--- src/rtl/dmem_mmio_responder.sv ---
// Data-port responder for the single-cycle core.
// Contents: word-addressed data RAM, plus one MMIO page holding a GPIO register,
// a free-running cycle counter and a byte-wide TX FIFO.
// Loads are combinational so that the core can finish a load in one cycle.
// Every state update happens on the rising clock edge.
//
// TX handshake: a byte transfers on a rising edge where tx_valid and tx_ready
// are both high. tx_valid depends only on FIFO state, never on tx_ready.
// While tx_valid is high and tx_ready is low, tx_data holds its value.
module dmem_mmio_responder #(
  parameter int          RAM_WORDS  = 64,
  parameter int          FIFO_DEPTH = 4,
  parameter logic [23:0] MMIO_PAGE  = 24'hFFFFFF
) (
  input  logic        clk,
  input  logic        reset,
  input  logic        memwrite,
  input  logic [31:0] aluout,
  input  logic [31:0] writedata,
  output logic [31:0] readdata,
  output logic [7:0]  tx_data,
  output logic        tx_valid,
  input  logic        tx_ready,
  output logic [31:0] gpio_out
);

  localparam int RAM_AW  = $clog2(RAM_WORDS);
  localparam int FIFO_AW = $clog2(FIFO_DEPTH);
  localparam int CNT_W   = FIFO_AW + 1;

  localparam logic [7:0] OFF_GPIO   = 8'h00;
  localparam logic [7:0] OFF_TXDATA = 8'h04;
  localparam logic [7:0] OFF_STATUS = 8'h08;
  localparam logic [7:0] OFF_CYCLES = 8'h0C;

  // Address decode
  logic              is_mmio;
  logic [7:0]        offset;
  logic [RAM_AW-1:0] ram_idx;

  assign is_mmio = (aluout[31:8] == MMIO_PAGE);
  assign offset  = aluout[7:0];
  // Upper address bits are dropped on purpose, so the RAM aliases through the non-MMIO space.
  assign ram_idx = aluout[RAM_AW+1:2];

  logic ram_we, gpio_we, tx_wr, status_wr;

  assign ram_we    = memwrite && !is_mmio;
  assign gpio_we   = memwrite && is_mmio && (offset == OFF_GPIO);
  assign tx_wr     = memwrite && is_mmio && (offset == OFF_TXDATA);
  assign status_wr = memwrite && is_mmio && (offset == OFF_STATUS);

  // Data RAM storage has no reset.
  logic [31:0] ram [RAM_WORDS];

  // RAM write port. A stored word becomes readable in the cycle after the edge.
  always_ff @(posedge clk) begin
    if (ram_we) begin
      ram[ram_idx] <= writedata;
    end
  end

  // GPIO register
  logic [31:0] gpio_q;

  // GPIO loads on a store to offset 0.
  always_ff @(posedge clk or negedge reset) begin
    if (!reset) begin
      gpio_q <= '0;
    end else if (gpio_we) begin
      gpio_q <= writedata;
    end
  end

  assign gpio_out = gpio_q;

  // Cycle counter
  logic [31:0] cycles;

  // Free-running counter. It wraps naturally, and stores to it are ignored.
  always_ff @(posedge clk or negedge reset) begin
    if (!reset) begin
      cycles <= '0;
    end else begin
      cycles <= cycles + 32'd1;
    end
  end

  // TX FIFO
  logic [7:0]         fifo_mem [FIFO_DEPTH];
  logic [FIFO_AW-1:0] rd_ptr, wr_ptr;
  logic [CNT_W-1:0]   count;
  logic               full, empty, push, pop, ovf;

  assign full  = (count == CNT_W'(FIFO_DEPTH));
  assign empty = (count == '0);
  // Fullness is judged before the edge, so a pop in the same cycle does not make room.
  assign push  = tx_wr && !full;
  assign pop   = tx_valid && tx_ready;

  assign tx_valid = !empty;
  assign tx_data  = fifo_mem[rd_ptr];

  // FIFO byte storage. Contents are don't-care whenever count says a slot is empty.
  always_ff @(posedge clk) begin
    if (push) begin
      fifo_mem[wr_ptr] <= writedata[7:0];
    end
  end

  // Pointers and count. Depth is a power of two, so the pointers wrap by overflow.
  always_ff @(posedge clk or negedge reset) begin
    if (!reset) begin
      rd_ptr <= '0;
      wr_ptr <= '0;
      count  <= '0;
    end else begin
      if (push) wr_ptr <= wr_ptr + 1'b1;
      if (pop)  rd_ptr <= rd_ptr + 1'b1;
      case ({push, pop})
        2'b10:   count <= count + 1'b1;
        2'b01:   count <= count - 1'b1;
        default: count <= count;
      endcase
    end
  end

  // Sticky overflow flag. It is set by a push that gets dropped.
  // It is cleared by writing bit 2 of STATUS.
  always_ff @(posedge clk or negedge reset) begin
    if (!reset) begin
      ovf <= 1'b0;
    end else if (tx_wr && full) begin
      ovf <= 1'b1;
    end else if (status_wr && writedata[2]) begin
      ovf <= 1'b0;
    end
  end

  // Read mux
  logic [3:0]  count_ext;
  logic [31:0] status_word;

  assign count_ext   = 4'(count);
  assign status_word = {20'b0, count_ext, 5'b0, ovf, full, empty};

  // Combinational load data, selected by the decoded address.
  always_comb begin
    readdata = '0;
    if (is_mmio) begin
      case (offset)
        OFF_GPIO:   readdata = gpio_q;
        OFF_STATUS: readdata = status_word;
        OFF_CYCLES: readdata = cycles;
        default:    readdata = '0;
      endcase
    end else begin
      readdata = ram[ram_idx];
    end
  end

endmodule

--- config.mk ---
export PLATFORM = sky130hd
export DESIGN_NAME = dmem_mmio_responder
export DESIGN_NICKNAME = d
export VERILOG_FILES = /design/src/rtl/dmem_mmio_responder.sv
export SDC_FILE = /design/constraint.sdc
export NUM_CORES = 2
export LEC_CHECK = 0
export CAP_MARGIN = 20
export CELL_PAD_IN_SITES_DETAIL_PLACEMENT = 1
export CELL_PAD_IN_SITES_GLOBAL_PLACEMENT = 2
export CORE_ASPECT_RATIO = 0.7
export CORE_MARGIN = 5
export CORE_UTILIZATION = 52
export CTS_BUF_LIST = sky130_fd_sc_hd__clkbuf_4
export DETAILED_ROUTE_END_ITERATION = 10
export GPL_TIMING_DRIVEN = 0
export PLACE_DENSITY_LB_ADDON = 0.1
export SYNTH_ARGS = -nofsm -noshare
export SYNTH_HDL_FRONTEND = slang
export SYNTH_SLANG_ARGS = --single-unit
--- constraint.sdc ---
create_clock -name clk -period 3.2 [get_ports clk]
set_input_delay 0.48 -clock clk [delete_from_list [all_inputs] [get_ports clk]]
set_output_delay 0.48 -clock clk [all_outputs]
set_load 0.02 [all_outputs]
Word level (Yosys, flattened, before mapping) --
Memories as Yosys holds them, arrays and structs flattened. Cells that the tools add are included.
Storage, ports and cells: memories kept 2, output and inout port bits 73, bits of input ports 68, memory bits (writable) 2080, logic and storage cells 45, register bits 72
Cells by class: $add $sub $neg 5, reductions and logical operators 16, muxes and demuxes 9, eq/ne operators 7
Memory list:
- ram | depth 64, width 32, read ports 1, clocked after Yosys merged registers in 0, write ports 1, RTL line 54 | logic [31:0] ram [RAM_WORDS];
- fifo_mem | depth 4, width 8, read ports 1, clocked after Yosys merged registers in 0, write ports 1, RTL line 90 | logic [7:0] fifo_mem [FIFO_DEPTH];
Operators by type and width (count):
- $pmux 32 s3 | 1
- $add 32x1->32 const B | 1
- $mux 32 | 1
- $eq 24x24->1 const B | 1
- $eq 8x4->1 const B | 2
- $logic_and 1x1->1 | 9
- $eq 8x3->1 const B | 1
- $logic_not 8->1 | 1
- $mux 1 | 6
- $pmux 3 s2 | 1
- $add 2x1->2 const B | 2
- $reduce_bool 2->1 | 2
- $add 3x1->3 const B | 1
- $eq 3x3->1 const B | 1
- $logic_not 1->1 | 3
- $logic_not 3->1 | 1
- $sub 3x1->3 const B | 1
- $eq 2x1->1 const B | 1
- $eq 2x2->1 const B | 1

Depth between registers and ports, before layout --
word-level depth 6, gate-level depth with buffers 11, depth with buffers taken out 10

Worst setup path after synthesis --
OpenSTA, ideal clock, no wires.
path type input -> register, start input port aluout[2], end memory ram[12][0], enable pin, buffers on the path 6, path slack -2.274 ns, setup time 0.501 ns, arrival 4.973 ns, cell stages on the path 8, required time 2.699 ns, path through buf_4 -> buf_4 -> buf_4 -> buf_4 -> buf_2 -> or2_2 -> clkbuf_1 -> nor4_1
RTL lines:
- start: declaration | RTL line 18 | input logic [31:0] aluout,
- end: declaration | RTL line 54
No word-level cell before the write port.

Worst setup path in the final report --
start memory ram[15][29], end output port readdata[29]
On the way: longest elaborated chain between the ends 2
Ends and longest elaborated chain:
- $mem_v2 64x32
- $mux 32 | RTL line 150 | if (is_mmio) begin
- end: declaration | RTL line 20 | output logic [31:0] readdata,
No other way between the ends.

==> impl_metrics.py <==
metrics = {
    "synth": {
        "syn_avg_cell_area_um2": 21.5,
        "synth-edff-count": 2080,
        "synth_top_family_by_area": "multiplexers",
        "synthTopCellsByArea": "edfxtp_1 (75%), mux4_2 (13%), dfrtp_1 (2.2%), mux2_2 (1.5%), a22oi_1 (0.74%)",
        "synth-async-reset-ratio": 0.0335,
        "synth_compound_area_frac": 0.0334,
        "yosys.area_share.simple": 0.0233,
        "synth_top_flop_cell": "edfxtp_1",
        "ys_types": 69,
        "synth_fp_nets": 3934,
        "synthMuxAreaShare": 0.152,
        "ys_warn_count": 0,
        "synthXorXnorAreaFrac": 0.00379,
        "syn_inst": 3859,
        "yosysTopAreaCell": "edfxtp_1",
        "synth_top_area_frac": 0.752,
        "ys_seq_area_frac": 0.773,
        "yosys.area_share.adder": 0.00114,
        "ys_ff_latch": 2152,
        "netlist_area_um2": 83100,
    },
    "drt": {
        "via_per_inst": 7.39,
        "first_pass_iters": 10,
        "drtIter0Drc": 11600,
        "vias": 54200,
        "route.detailed.drc": 0,
        "drt-wirelength-per-cell_um": 50.5,
        "antenna_left": 0,
        "drt-total-wl_um": 370000,
    },
    "sta": {
        "slew_violations": 0,
        "tns_ns": -30.55,
        "hold_violations": 0,
        "setup_viol": 77,
        "min_period_ns": 5.35,
        "fmax_mhz": 187,
        "fin_crit_sh": 1.67,
        "fin_ws_ns": -2.15,
        "skew_ns": 0.0614,
        "relSlewSlack": 0.00302,
        "worst_pin_slew_ns": 1.50,
        "rsz0062_at_grt": "yes",
    },
    "placed_design": {
        "gp_congestion": 0.973,
        "hpwl_um": 253000,
        "io_buffers": 136,
        "placed_cell_area_um2": 92600,
    },
    "hold_path": {
        "min_from": "writedata[10]",
        "hold_class": "input pin to flip-flop",
    },
    "clock_network": {
        "clock-sinks": 2152,
        "clk_path_buf_depth": 4,
        "cts_buffers": 539,
        "clkTransAtPathRegs_ns": 0.08,
        "tritoncts": "done",
        "worstSkewPairLatency_ns": 1.41,
        "htree_levels": 6,
        "cts_root_buffer": "clkbuf_4",
    },
    "layout": {
        "final_core_util": 0.647,
        "area_delta_synth_final_pct": 23.4,
        "nNetsFinal": 4963,
        "stdcell_area_um2": 102000,
        "drive_gt1_frac": 0.436,
        "fillers": 13000,
    },
    "die": {
        "die-area_um2": 168000,
        "initial_core_util": 0.524,
        "std_cell_rows": 122,
        "core-area_um2": 158000,
        "fp.dieW_um": 488,
        "ios": 141,
        "die_y_um": 344,
    },
    "worst_setup_path": {
        "criticalPathCategory": "flip-flop to output port",
        "critPathCaptureType": "output port",
        "crit_path_start": "ram[15][29]$_DFFE_PP_",
        "rr_startpoint": "count[2]$_DFFE_PN0P_",
        "cp.arrival_ns": 4.87,
        "crit_required_ns": 2.72,
        "cp-start-kind": "flip-flop",
        "crit_path_max_fanout": 1,
    },
    "global_routing": {
        "overflow": 0,
        "grt_pass1_vias": 51700,
        "grt_use_total": 0.441,
        "antenna_found_initial": 38,
        "grt_pass1_wl_um": 481000,
        "grt_max_degree": 71,
    },
    "status": {
        "violations": "setup timing",
        "outcome": "finished, violations left",
    },
    "power_and_ir_drop": {
        "cellLeakagePower_nw": 33.7,
        "ir_worst_vdd_v": 0.000422,
        "p_per_area_nw_per_um2": 580,
    },
    "flow_run": {
        "maxCapViolations": 0,
    },
}
-- through the flow --
step	power [mW]	setup WS (ns)	std cells	hold slack, ns
after floorplan	33.7	-0.402	3859	0.184
after global placement	36.2	-6.27	6103	0.465
after detailed placement	36.4	-3.46	6373	0.370
after CTS	58.9	-1.91	7293	0.0431
after global routing	61.0	-2.04	7314	0.150
final	59.5	-2.15	7337	0.0922
-- routing by layer --
| metal | global-route usage | share of wire | up-vias |
|---|---|---|---|
| met1 | 0.577 | 0.34 | 27900 |
| met4 | 0.260 | 0.069 | 37 |
| li1 | - | - | 18700 |
| met5 | 0.0273 | 0.0032 | - |
| met3 | 0.244 | 0.19 | 1335 |
| met2 | 0.574 | 0.40 | 6228 |
-- kinds of logic after synthesis --
family                   count (synthesis)
XOR/XNOR                                36
multiplexers                           648
flip-flops                            2152
adder cells (fa/ha/maj)                  7
buffers and inverters                  238
AO/OA/AOI/OAI                          388
AND/OR/NAND/NOR                        390
-- cells in the mapped netlist (28+ instances only) --
library cell and n:
edfxtp_1 2080, mux4_2 480, clkbuf_1 113, mux2_2 111, nand2_1 104, a22oi_1 82, nor2_1 81, dfrtp_1 72
a21oi_1 71, buf_2 67, mux2i_1 56, o22ai_1 53, nand3_1 44, a22o_1 43, nor3_1 30, nor4_1 28
o21ai_0 28
-- final timing paths --
path | slack, ns | end | depth (start not counted)
worst min register to register | 0.50 | cycles[17]$_DFF_PN0_ | 1
min in group asynchronous | 0.32 | cycles[25]$_DFF_PN0_ | 3
worst min-delay path | 0.09 | ram[31][10]$_DFFE_PP_ | 2
worst max-delay path | -2.15 | readdata[29] | 6
max in group asynchronous | 1.99 | rd_ptr[0]$_DFFE_PN0P_ | 4
worst max register to register | 0.57 | fifo_mem[0][2]$_DFFE_PP_ | 4
-- power breakdown --
group	leakage (nW)	switching (mW)	internal, mW	total [mW]
combinational	10.3	3.58	1.79	5.38
sequential	19.7	0.112	31.1	31.2
clock	3.75	11.6	11.3	22.9
-- layout by cell type, fill, tap and decap left out, types with 71 or more instances in the layout --
cell type  count
buf_6        124
dfrtp_1       71
clkinv_1      79
edfxtp_1    2080
clkbuf_4     769
buf_8         92
nand2_1       86
buf_12        93
mux4_2       480
mux2_2       107
buf_4         96
-- sequential cells by signal, indices dropped and copies added (netlist names) --
| signal | cells |
|---|---|
| fifo_mem | 32 |
| wr_ptr | 2 |
| gpio_out | 32 |
| cycles | 32 |
| rd_ptr | 2 |
| count | 3 |
| ovf | 1 |
| ram | 2048 |
-- layout make-up --
| cell class | instances | area [um^2] | area share |
|---|---|---|---|
| flip-flops and latches | 2152 | 64300 | 0.627 |
| multi-input cells | 1469 | 20300 | 0.199 |
| repair buffers | 499 | 6870 | 0.0670 |
| clock buffers | 739 | 5550 | 0.0541 |
| well taps | 2108 | 2640 | 0.0257 |
| plain buffers | 213 | 1990 | 0.0194 |
| clock inverters | 117 | 703 | 0.00686 |
| inverters | 14 | 71.3 | 0.000696 |
| diodes | 26 | 65.1 | 0.000635 |
-- worst max-delay path, stage by stage (launching register included) --
cell and delay (ns):
edfxtp_1 0.37, mux4_2 0.51, a22o_1 0.27, a222oi_1 1.10, nand4_1 0.60, o31a_1 0.49, buf_6 0.16
-- repair_timing --
item / CTS / global route
endpoints found under the setup margin: 1645 / 194
setup buffers: 33 / 18
hold buffers: 42 / 0
hold endpoints to repair: 2165 / 0
pin swaps: 102 / 57
gates resized for setup: 798 / 120
Note: power is estimated with default switching activity, not from simulation.
